===== src/rtl/sym_err_monitor.sv =====
// sym_err_monitor
//   Symbol error-rate monitor for a K=3, rate-1/2 Viterbi decoder. Decoded
//   bits are re-encoded (G0=111, G1=101) and compared against the delayed
//   received symbol. Errors are counted over fixed windows of WIN symbols,
//   and a sticky alarm is raised when a window reaches THRESH errors.
//
//   Optional feature: define SYM_ERR_MON_TOTAL_EN to build the cumulative
//   saturating 24-bit error counter. Without it, total_errs is tied to 0.
//
// Ports
//   clk          clock, rising edge
//   reset        synchronous active-high reset
//   in_valid     dec_bit/dly_sym pair valid this cycle
//   dec_bit      decoded bit from traceback
//   dly_sym      delayed received symbol, [1]=G0 bit, [0]=G1 bit
//   clear_stats  clears counters, window result and alarm (not encoder)
//   win_errs     error count of the last completed window
//   win_done     one-cycle pulse when win_errs updates
//   alarm        sticky threshold alarm
//   total_errs   cumulative saturating error count
module sym_err_monitor #(
  parameter int unsigned WIN    = 256,
  parameter int unsigned THRESH = 32,
  parameter int unsigned ERR_W  = 16
) (
  input  logic             clk,
  input  logic             reset,
  input  logic             in_valid,
  input  logic             dec_bit,
  input  logic [1:0]       dly_sym,
  input  logic             clear_stats,
  output logic [ERR_W-1:0] win_errs,
  output logic             win_done,
  output logic             alarm,
  output logic [23:0]      total_errs
);

  localparam int unsigned CNT_W = (WIN > 2) ? $clog2(WIN) : 1;
  localparam logic [CNT_W-1:0] CNT_LAST = CNT_W'(WIN - 1);

  typedef enum logic [1:0] {
    IDLE  = 2'd0,
    ACCUM = 2'd1,
    ALARM = 2'd2
  } state_e;

  state_e           state_q, state_d;
  logic [1:0]       enc_q, enc_d;
  logic [CNT_W-1:0] cnt_q, cnt_d;
  logic [ERR_W-1:0] acc_q, acc_d;
  logic [ERR_W-1:0] win_errs_q, win_errs_d;
  logic             win_done_q, win_done_d;
  logic             alarm_q, alarm_d;

  logic [1:0]       code;
  logic [1:0]       sym_err;
  logic [1:0]       e;
  logic             accept;
  logic             close;
  logic [ERR_W-1:0] win_sum;

  // Re-encode the decoded bit and count mismatching symbol bits.
  always_comb begin
    code    = {dec_bit ^ enc_q[1] ^ enc_q[0], dec_bit ^ enc_q[0]};
    sym_err = code ^ dly_sym;
    e       = {1'b0, sym_err[1]} + {1'b0, sym_err[0]};
    // A symbol arriving with clear_stats advances the encoder but is not counted.
    accept  = in_valid && !clear_stats;
    close   = accept && (cnt_q == CNT_LAST);
    win_sum = acc_q + ERR_W'(e);
  end

  // Next-state logic for encoder, window counters, FSM and outputs.
  always_comb begin
    enc_d      = enc_q;
    cnt_d      = cnt_q;
    acc_d      = acc_q;
    win_errs_d = win_errs_q;
    win_done_d = 1'b0;
    state_d    = state_q;

    if (in_valid) begin
      enc_d = {dec_bit, enc_q[1]};
    end

    if (clear_stats) begin
      cnt_d      = '0;
      acc_d      = '0;
      win_errs_d = '0;
    end else if (accept) begin
      if (close) begin
        cnt_d      = '0;
        acc_d      = '0;
        win_errs_d = win_sum;
        win_done_d = 1'b1;
      end else begin
        cnt_d = cnt_q + CNT_W'(1);
        acc_d = win_sum;
      end
    end

    if (clear_stats) begin
      state_d = (state_q == IDLE) ? IDLE : ACCUM;
    end else if (close && (32'(win_sum) >= 32'(THRESH))) begin
      state_d = ALARM;
    end else if ((state_q == IDLE) && in_valid) begin
      state_d = ACCUM;
    end

    // Alarm tracks the next state so it rises with the triggering win_done.
    alarm_d = (state_d == ALARM);
  end

  // State and output registers.
  always_ff @(posedge clk) begin
    if (reset) begin
      state_q    <= IDLE;
      enc_q      <= '0;
      cnt_q      <= '0;
      acc_q      <= '0;
      win_errs_q <= '0;
      win_done_q <= 1'b0;
      alarm_q    <= 1'b0;
    end else begin
      state_q    <= state_d;
      enc_q      <= enc_d;
      cnt_q      <= cnt_d;
      acc_q      <= acc_d;
      win_errs_q <= win_errs_d;
      win_done_q <= win_done_d;
      alarm_q    <= alarm_d;
    end
  end

  assign win_errs = win_errs_q;
  assign win_done = win_done_q;
  assign alarm    = alarm_q;

`ifdef SYM_ERR_MON_TOTAL_EN
  localparam int unsigned TOT_W = 24;

  logic [TOT_W-1:0] total_q, total_d;
  logic [TOT_W:0]   total_sum;

  // Cumulative error count, clamped at all-ones.
  always_comb begin
    total_sum = {1'b0, total_q} + (TOT_W + 1)'(e);
    total_d   = total_q;
    if (clear_stats) begin
      total_d = '0;
    end else if (accept) begin
      total_d = total_sum[TOT_W] ? {TOT_W{1'b1}} : total_sum[TOT_W-1:0];
    end
  end

  always_ff @(posedge clk) begin
    if (reset) begin
      total_q <= '0;
    end else begin
      total_q <= total_d;
    end
  end

  assign total_errs = total_q;
`else
  assign total_errs = 24'd0;
`endif

endmodule


===== config.mk =====
export PLATFORM = sky130hd
export DESIGN_NAME = sym_err_monitor
export DESIGN_NICKNAME = d
export VERILOG_FILES = /design/src/rtl/sym_err_monitor.sv
export SDC_FILE = /design/constraint.sdc
export NUM_CORES = 1
export LEC_CHECK = 0
export ABC_AREA = 1
export BUFFER_PORTS_ARGS = -buffer_cell sky130_fd_sc_hd__buf_2
export CORE_ASPECT_RATIO = 0.7
export CORE_MARGIN = 3
export CORE_UTILIZATION = 54
export DETAILED_ROUTE_END_ITERATION = 10
export GPL_TIMING_DRIVEN = 1
export PLACE_DENSITY_LB_ADDON = 0.25
export SLEW_MARGIN = 15
export SYNTH_ARGS = -nofsm -noshare
export SYNTH_HDL_FRONTEND = slang
export SYNTH_SLANG_ARGS = --single-unit

===== constraint.sdc =====
create_clock -name clk -period 2.75 [get_ports clk]
set_input_delay 0.55 -clock clk [delete_from_list [all_inputs] [get_ports clk]]
set_output_delay 0.55 -clock clk [all_outputs]
set_load 0.02 [all_outputs]

==> results of run 1 <==
-- critical path, cell delays in order, from the launching register on --
cell     delay, ns
dfxtp_1       0.35
xnor2_1       0.21
xnor2_1       0.11
fa_1          0.42
inv_1         0.08
ha_1          0.18
nand2_1       0.10
nor2_4        0.16
nand3_1       0.11
nand2_1       0.07
nand2_1       0.06
inv_1         0.09
nand3_1       0.09
nor2_1        0.09
nand2_1       0.06
nand2_2       0.07
nand2_2       0.06
nand2_1       0.06
nor2_1        0.05
-- through the flow --
step	std cells	power (mW)	setup TNS, ns
after global placement	415	0.794	-0.145
final	422	1.29	0
after CTS	422	1.30	0
after detailed placement	415	0.795	-0.239
after floorplan	355	0.796	0
after global routing	422	1.33	0
-- sequential cells by signal, summed over array words and instances (netlist names) --
register / flops
win_done: 1
enc_q: 2
win_errs: 16
acc_q: 16
state_q: 2
cnt_q: 8
alarm: 1
-- area by class of cell --
type | count | area, sq um
Tap cell | 52 | 65.1
Inverter | 28 | 108
Clock inverter | 1 | 30.0
Fill cell | 365 | 1400
Clock buffer | 6 | 82.6
Multi-Input combinational cell | 251 | 1280
Sequential cell | 46 | 921
Timing Repair Buffer | 38 | 225
-- logic make-up after synthesis --
family,share of synthesized area
simple gates,0.351
other cells,0.00155
flops,0.380
xor+xnor,0.0398
compound gates,0.0801
buf+inv,0.129
fa+ha+maj,0.0186
-- power breakdown --
part | internal, mW | switching, mW
Sequential | 0.670 | 0.00324
Clock | 0.291 | 0.224
Combinational | 0.0283 | 0.0786
-- routing by layer --
layer  global-route usage  vias to the layer above
li1                     -                     1091
met1                0.276                      985
met2                0.319                       66
met3               0.0448                        9
met4               0.0858                        0
met5                    0                        -
-- placed cells by master, fill, tap and decap left out, types with 5 or more instances in the layout --
| cell | count |
|---|---|
| nand2_2 | 5 |
| nand2_1 | 94 |
| buf_2 | 24 |
| buf_4 | 14 |
| dfxtp_1 | 46 |
| clkbuf_8 | 6 |
| xnor2_1 | 6 |
| nand4_1 | 6 |
| nand3_1 | 27 |
| a21oi_1 | 19 |
| nor2_4 | 5 |
| conb_1 | 24 |
| inv_1 | 21 |
| o21ai_0 | 12 |
| xor2_1 | 5 |
| nor2_1 | 22 |
-- final timing paths --
path / to / slack [ns] / depth (start not counted)
worst min register to register: win_errs[8] / 0.47 / 2
worst max register to register: alarm / 0.24 / 18
worst max-delay path: alarm / 0.24 / 18
worst min-delay path: state_q[0] / 0.44 / 2
==> impl_metrics.env, run 1 <==
export IMPL_yosysUniqueCellTypes=36
export IMPL_dp_hpwl_um=3950
export IMPL_synth_edf_count=0
export IMPL_r2r_start="enc_q[0]"
export IMPL_io_pins=49
export IMPL_dpl_cell_area_sq_mm=0.00259
export IMPL_worstSetupStartpoint="enc_q[0]"
export IMPL_pre_cts_ws_ns=-0.0967
export IMPL_timing_final_crit_share=0.911
export IMPL_antenna_cells=0
export IMPL_path_clk_slew_ns=0.08
export IMPL_utilization=0.659
export IMPL_drt_total_wl_um=5360
export IMPL_drv_slew=0
export IMPL_dr_max_layer_used="met4"
export IMPL_grtUsageTotal=0.204
export IMPL_synthTopCellsByCount="nand2_1, dfxtp_1, nand3_1"
export IMPL_power_leakage_nw=1.21
export IMPL_ys_top_cells_by_area="dfxtp_1, nand2_1, buf_4, nand3_1, a21oi_1"
export IMPL_cts_root_buf="clkbuf_8"
export IMPL_antenna_found_initial=0
export IMPL_cap_viol_max_count=0
export IMPL_worst_slack_ns=0.244
export IMPL_grt_setup_unrepaired="false"
export IMPL_peakVddDrop_mv=0.317
export IMPL_die_area_sq_mm=0.00534
export IMPL_rows=19
export IMPL_synth_warnings=0
export IMPL_yosys_area_top_type_share=0.380
export IMPL_crit_path_max_fanout=6
export IMPL_viasPerCell=5.10
export IMPL_cts_buffers=5
export IMPL_avgSynthCellArea_sq_um=7.29
export IMPL_vias=2151
export IMPL_fmax_mhz=399
export IMPL_synthToLayoutAreaGrowth_pct=12.0
export IMPL_ctsResizeCount=0
export IMPL_clock_latency_ns=0.30
export IMPL_synth_ff_type="dfxtp_1"
export IMPL_hold_start="reset"
export IMPL_postCtsHoldBufs=0
export IMPL_fin_area_sq_mm=0.00271
export IMPL_cts_num_sinks=46
export IMPL_start_kind="register"
export IMPL_grt_pass1_vias=1854
export IMPL_wl_per_cell_um=12.7
export IMPL_wl_met2_um=2310
export IMPL_overflow=0
export IMPL_status="completed"
export IMPL_core_area_sq_mm=0.00411
export IMPL_clock_path_buffers=2
export IMPL_clock_skew_final_ns=0.00733
export IMPL_worstPathArrival_ns=2.71
export IMPL_synth_top_area_cell="dfxtp_1"
export IMPL_whs_ns=0.442
export IMPL_hp_class="in -> reg"
export IMPL_yosysMostFrequentCell="nand2_1"
export IMPL_first_pass_iters=5
export IMPL_pwr_density_cell_mw_per_mm2=478
export IMPL_synth_seq_cells=46
export IMPL_synthesis_area_sq_mm=0.00242
export IMPL_wirelength_met1_um=2640
export IMPL_post_route_drc_count=0
export IMPL_synth_seq_area_share=0.380
export IMPL_ant_nets=0
export IMPL_start_util=0.589
export IMPL_final_hold_violation_count=0
export IMPL_critPathRequiredTime_ns=2.96
export IMPL_wl_met3_um=341
export IMPL_grt_max_degree=20
export IMPL_finalSetupViolations=0
export IMPL_synthCells=332
export IMPL_routabilityCongestion=0.873
export IMPL_drt_iter0_markers=92
export IMPL_async_flop_share=0
export IMPL_worst_pin_slew_ns=0.529
export IMPL_path_class="reg -> reg"
export IMPL_htreeDepth=2
export IMPL_die_w_um=86.0
export IMPL_min_period_ns=2.51
export IMPL_post_cts_buffers=0
export IMPL_cts_tree="built"
export IMPL_port_buffer_count=24
export IMPL_die_y_um=62.0
export IMPL_layout_drive_gt1_share=0.197
export IMPL_final_nets=380
export IMPL_slew_headroom=0.645
export IMPL_cp_end_kind="register"
export IMPL_grt_first_pass_wirelength_um=8390
Power figures use the tool's default switching activity.
==> run 2: changes to the inputs <==
--- a/config.mk
+++ b/config.mk
@@ -12,6 +12,7 @@
 export CORE_UTILIZATION = 54
 export DETAILED_ROUTE_END_ITERATION = 10
 export GPL_TIMING_DRIVEN = 1
+export MAX_ROUTING_LAYER = met4
 export PLACE_DENSITY_LB_ADDON = 0.25
 export SLEW_MARGIN = 15
 export SYNTH_ARGS = -nofsm -noshare
==> run 2 against run 1 <==
  * Non-clock buffer count stayed put
  * Combinational power hardly changed
  * Global-route usage is 0.73 points higher
  * Critical path depth stayed put
  * Die area stayed put
  * Count of clock-buffer cells in the layout stayed put
  * Critical path type unchanged
  * Register-to-register slack hardly changed
  * Cell area stayed put
  * Flip-flop and latch count stayed put
  * First-iteration DRC count is 1.1% higher
  * Largest power group unchanged
  * Sequential power hardly changed
==> impl_metrics.env, run 2 (synthesis results as in run 1) <==
export IMPL_grt_setup_unrepaired="false"
export IMPL_port_buffer_count=24
export IMPL_clock_path_buffers=2
export IMPL_layout_drive_gt1_share=0.197
export IMPL_finalSetupTns_ns=0
export IMPL_finalSetupViolations=0
export IMPL_dr_max_layer_used="met4"
export IMPL_die_w_um=86.0
export IMPL_min_period_ns=2.51
export IMPL_grt_max_degree=20
export IMPL_drv_slew=0
export IMPL_first_pass_iters=4
export IMPL_start_util=0.589
export IMPL_viasPerCell=5.08
export IMPL_final_cell_mix="nand2_1, dfxtp_1, nand3_1"
export IMPL_worstPathArrival_ns=2.71
export IMPL_ant_nets=0
export IMPL_die_y_um=62.0
export IMPL_clock_latency_ns=0.30
export IMPL_whs_ns=0.441
export IMPL_clockPowerShare=0.397
export IMPL_timing_final_crit_share=0.912
export IMPL_power_internal_mw=0.989
export IMPL_dp_hpwl_um=3950
export IMPL_worst_pin_slew_ns=0.528
export IMPL_pwr_share_comb=0.083
export IMPL_overflow=0
export IMPL_critPathRequiredTime_ns=2.96
export IMPL_layout_commonest_cell="nand2_1"
export IMPL_final_cells=422
export IMPL_final_hold_violation_count=0
export IMPL_min_delay_path_depth=2
export IMPL_pre_cts_ws_ns=-0.0967
export IMPL_utilization=0.659
export IMPL_status="completed"
export IMPL_routabilityCongestion=0.887
export IMPL_swShare=0.235
export IMPL_drt_total_wl_um=5360
export IMPL_pwr_density_cell_mw_per_mm2=477
export IMPL_grtUsageTotal=0.211
export IMPL_slew_headroom=0.646
export IMPL_cts_root_buf="clkbuf_8"
export IMPL_crit_path_max_fanout=6
export IMPL_peakVddDrop_mv=0.317
export IMPL_synthToLayoutAreaGrowth_pct=12.0
export IMPL_start_kind="register"
export IMPL_grt_pass1_vias=1846
export IMPL_cts_num_sinks=46
export IMPL_wl_met3_um=307
export IMPL_antenna_cells=0
export IMPL_drt_iter0_markers=93
export IMPL_cp_end_kind="register"
export IMPL_vias=2143
export IMPL_io_pins=49
export IMPL_die_area_sq_mm=0.00534
export IMPL_post_cts_buffers=0
export IMPL_place_inst=415
export IMPL_path_class="reg -> reg"
export IMPL_dpl_cell_area_sq_mm=0.00259
export IMPL_cap_viol_max_count=0
export IMPL_hp_class="in -> reg"
export IMPL_post_route_drc_count=0
export IMPL_wirelength_met1_um=2670
export IMPL_switching_power_mw=0.305
export IMPL_p_total_mw=1.29
export IMPL_grt_first_pass_wirelength_um=8420
export IMPL_wl_per_cell_um=12.7
export IMPL_cts_tree="built"
export IMPL_power_leakage_nw=1.21
export IMPL_fmax_mhz=399
export IMPL_wl_met2_um=2310
export IMPL_htreeDepth=2
export IMPL_cts_buffers=5
export IMPL_rows=19
export IMPL_antenna_found_initial=0
export IMPL_core_area_sq_mm=0.00411
export IMPL_path_clk_slew_ns=0.08
export IMPL_seq_power_share=0.520
export IMPL_final_nets=380
export IMPL_clock_skew_final_ns=0.00655
export IMPL_reg2reg_depth=18
export IMPL_worst_slack_ns=0.243
export IMPL_fin_area_sq_mm=0.00271
## run 2: cell counts in the layout (fill, tap and decap cells not counted)
Identical to the previous run, type by type.
## run 2: final timing paths
kind	start	to	slack, ns
worst min register to register	win_errs[8]	win_errs[8]	0.47
worst min-delay path	reset	state_q[0]	0.44
worst max-delay path	enc_q[0]	alarm	0.24
worst max register to register	enc_q[0]	alarm	0.24
## run 2: repair_timing
action,4_1_cts,5_1_grt
hold buffers,0,0
resized for setup,0,1
endpoints found under the setup margin,0,3
## run 2: layer usage
layer  vias up  global-route usage
met5         -                   -
met4         0              0.0858
met3         9              0.0448
met2        56               0.319
met1       986               0.277
li1       1092                   -
## run 2: worst max-delay path, cell delays in order, from the launching register on
cell and delay, ns:
dfxtp_1 0.35, xnor2_1 0.21, xnor2_1 0.11, fa_1 0.42
inv_1 0.08, ha_1 0.18, nand2_1 0.10, nor2_4 0.16
nand3_1 0.11, nand2_1 0.07, nand2_1 0.06, inv_1 0.09
nand3_1 0.09, nor2_1 0.09, nand2_1 0.06, nand2_2 0.07
nand2_2 0.06, nand2_1 0.06, nor2_1 0.05
## run 2: final cells by class
cell class                 count  area, sq um
sequential                    46          921
timing repair buffer          38          225
multi-input combinational    251         1280
inverter                      28          108
clock inverter                 1         30.0
fill                         365         1400
clock buffer                   6         82.6
tap                           52         65.1
## run 2: power groups by stage
stage | Clock, mW | Sequential, mW | Combinational (mW)
2_1_floorplan | 0 | 0.688 | 0.107
3_3_place_gp | 0 | 0.689 | 0.105
3_5_place_dp | 0 | 0.689 | 0.106
4_1_cts | 0.522 | 0.673 | 0.106
5_1_grt | 0.541 | 0.674 | 0.118
6_report | 0.514 | 0.673 | 0.107
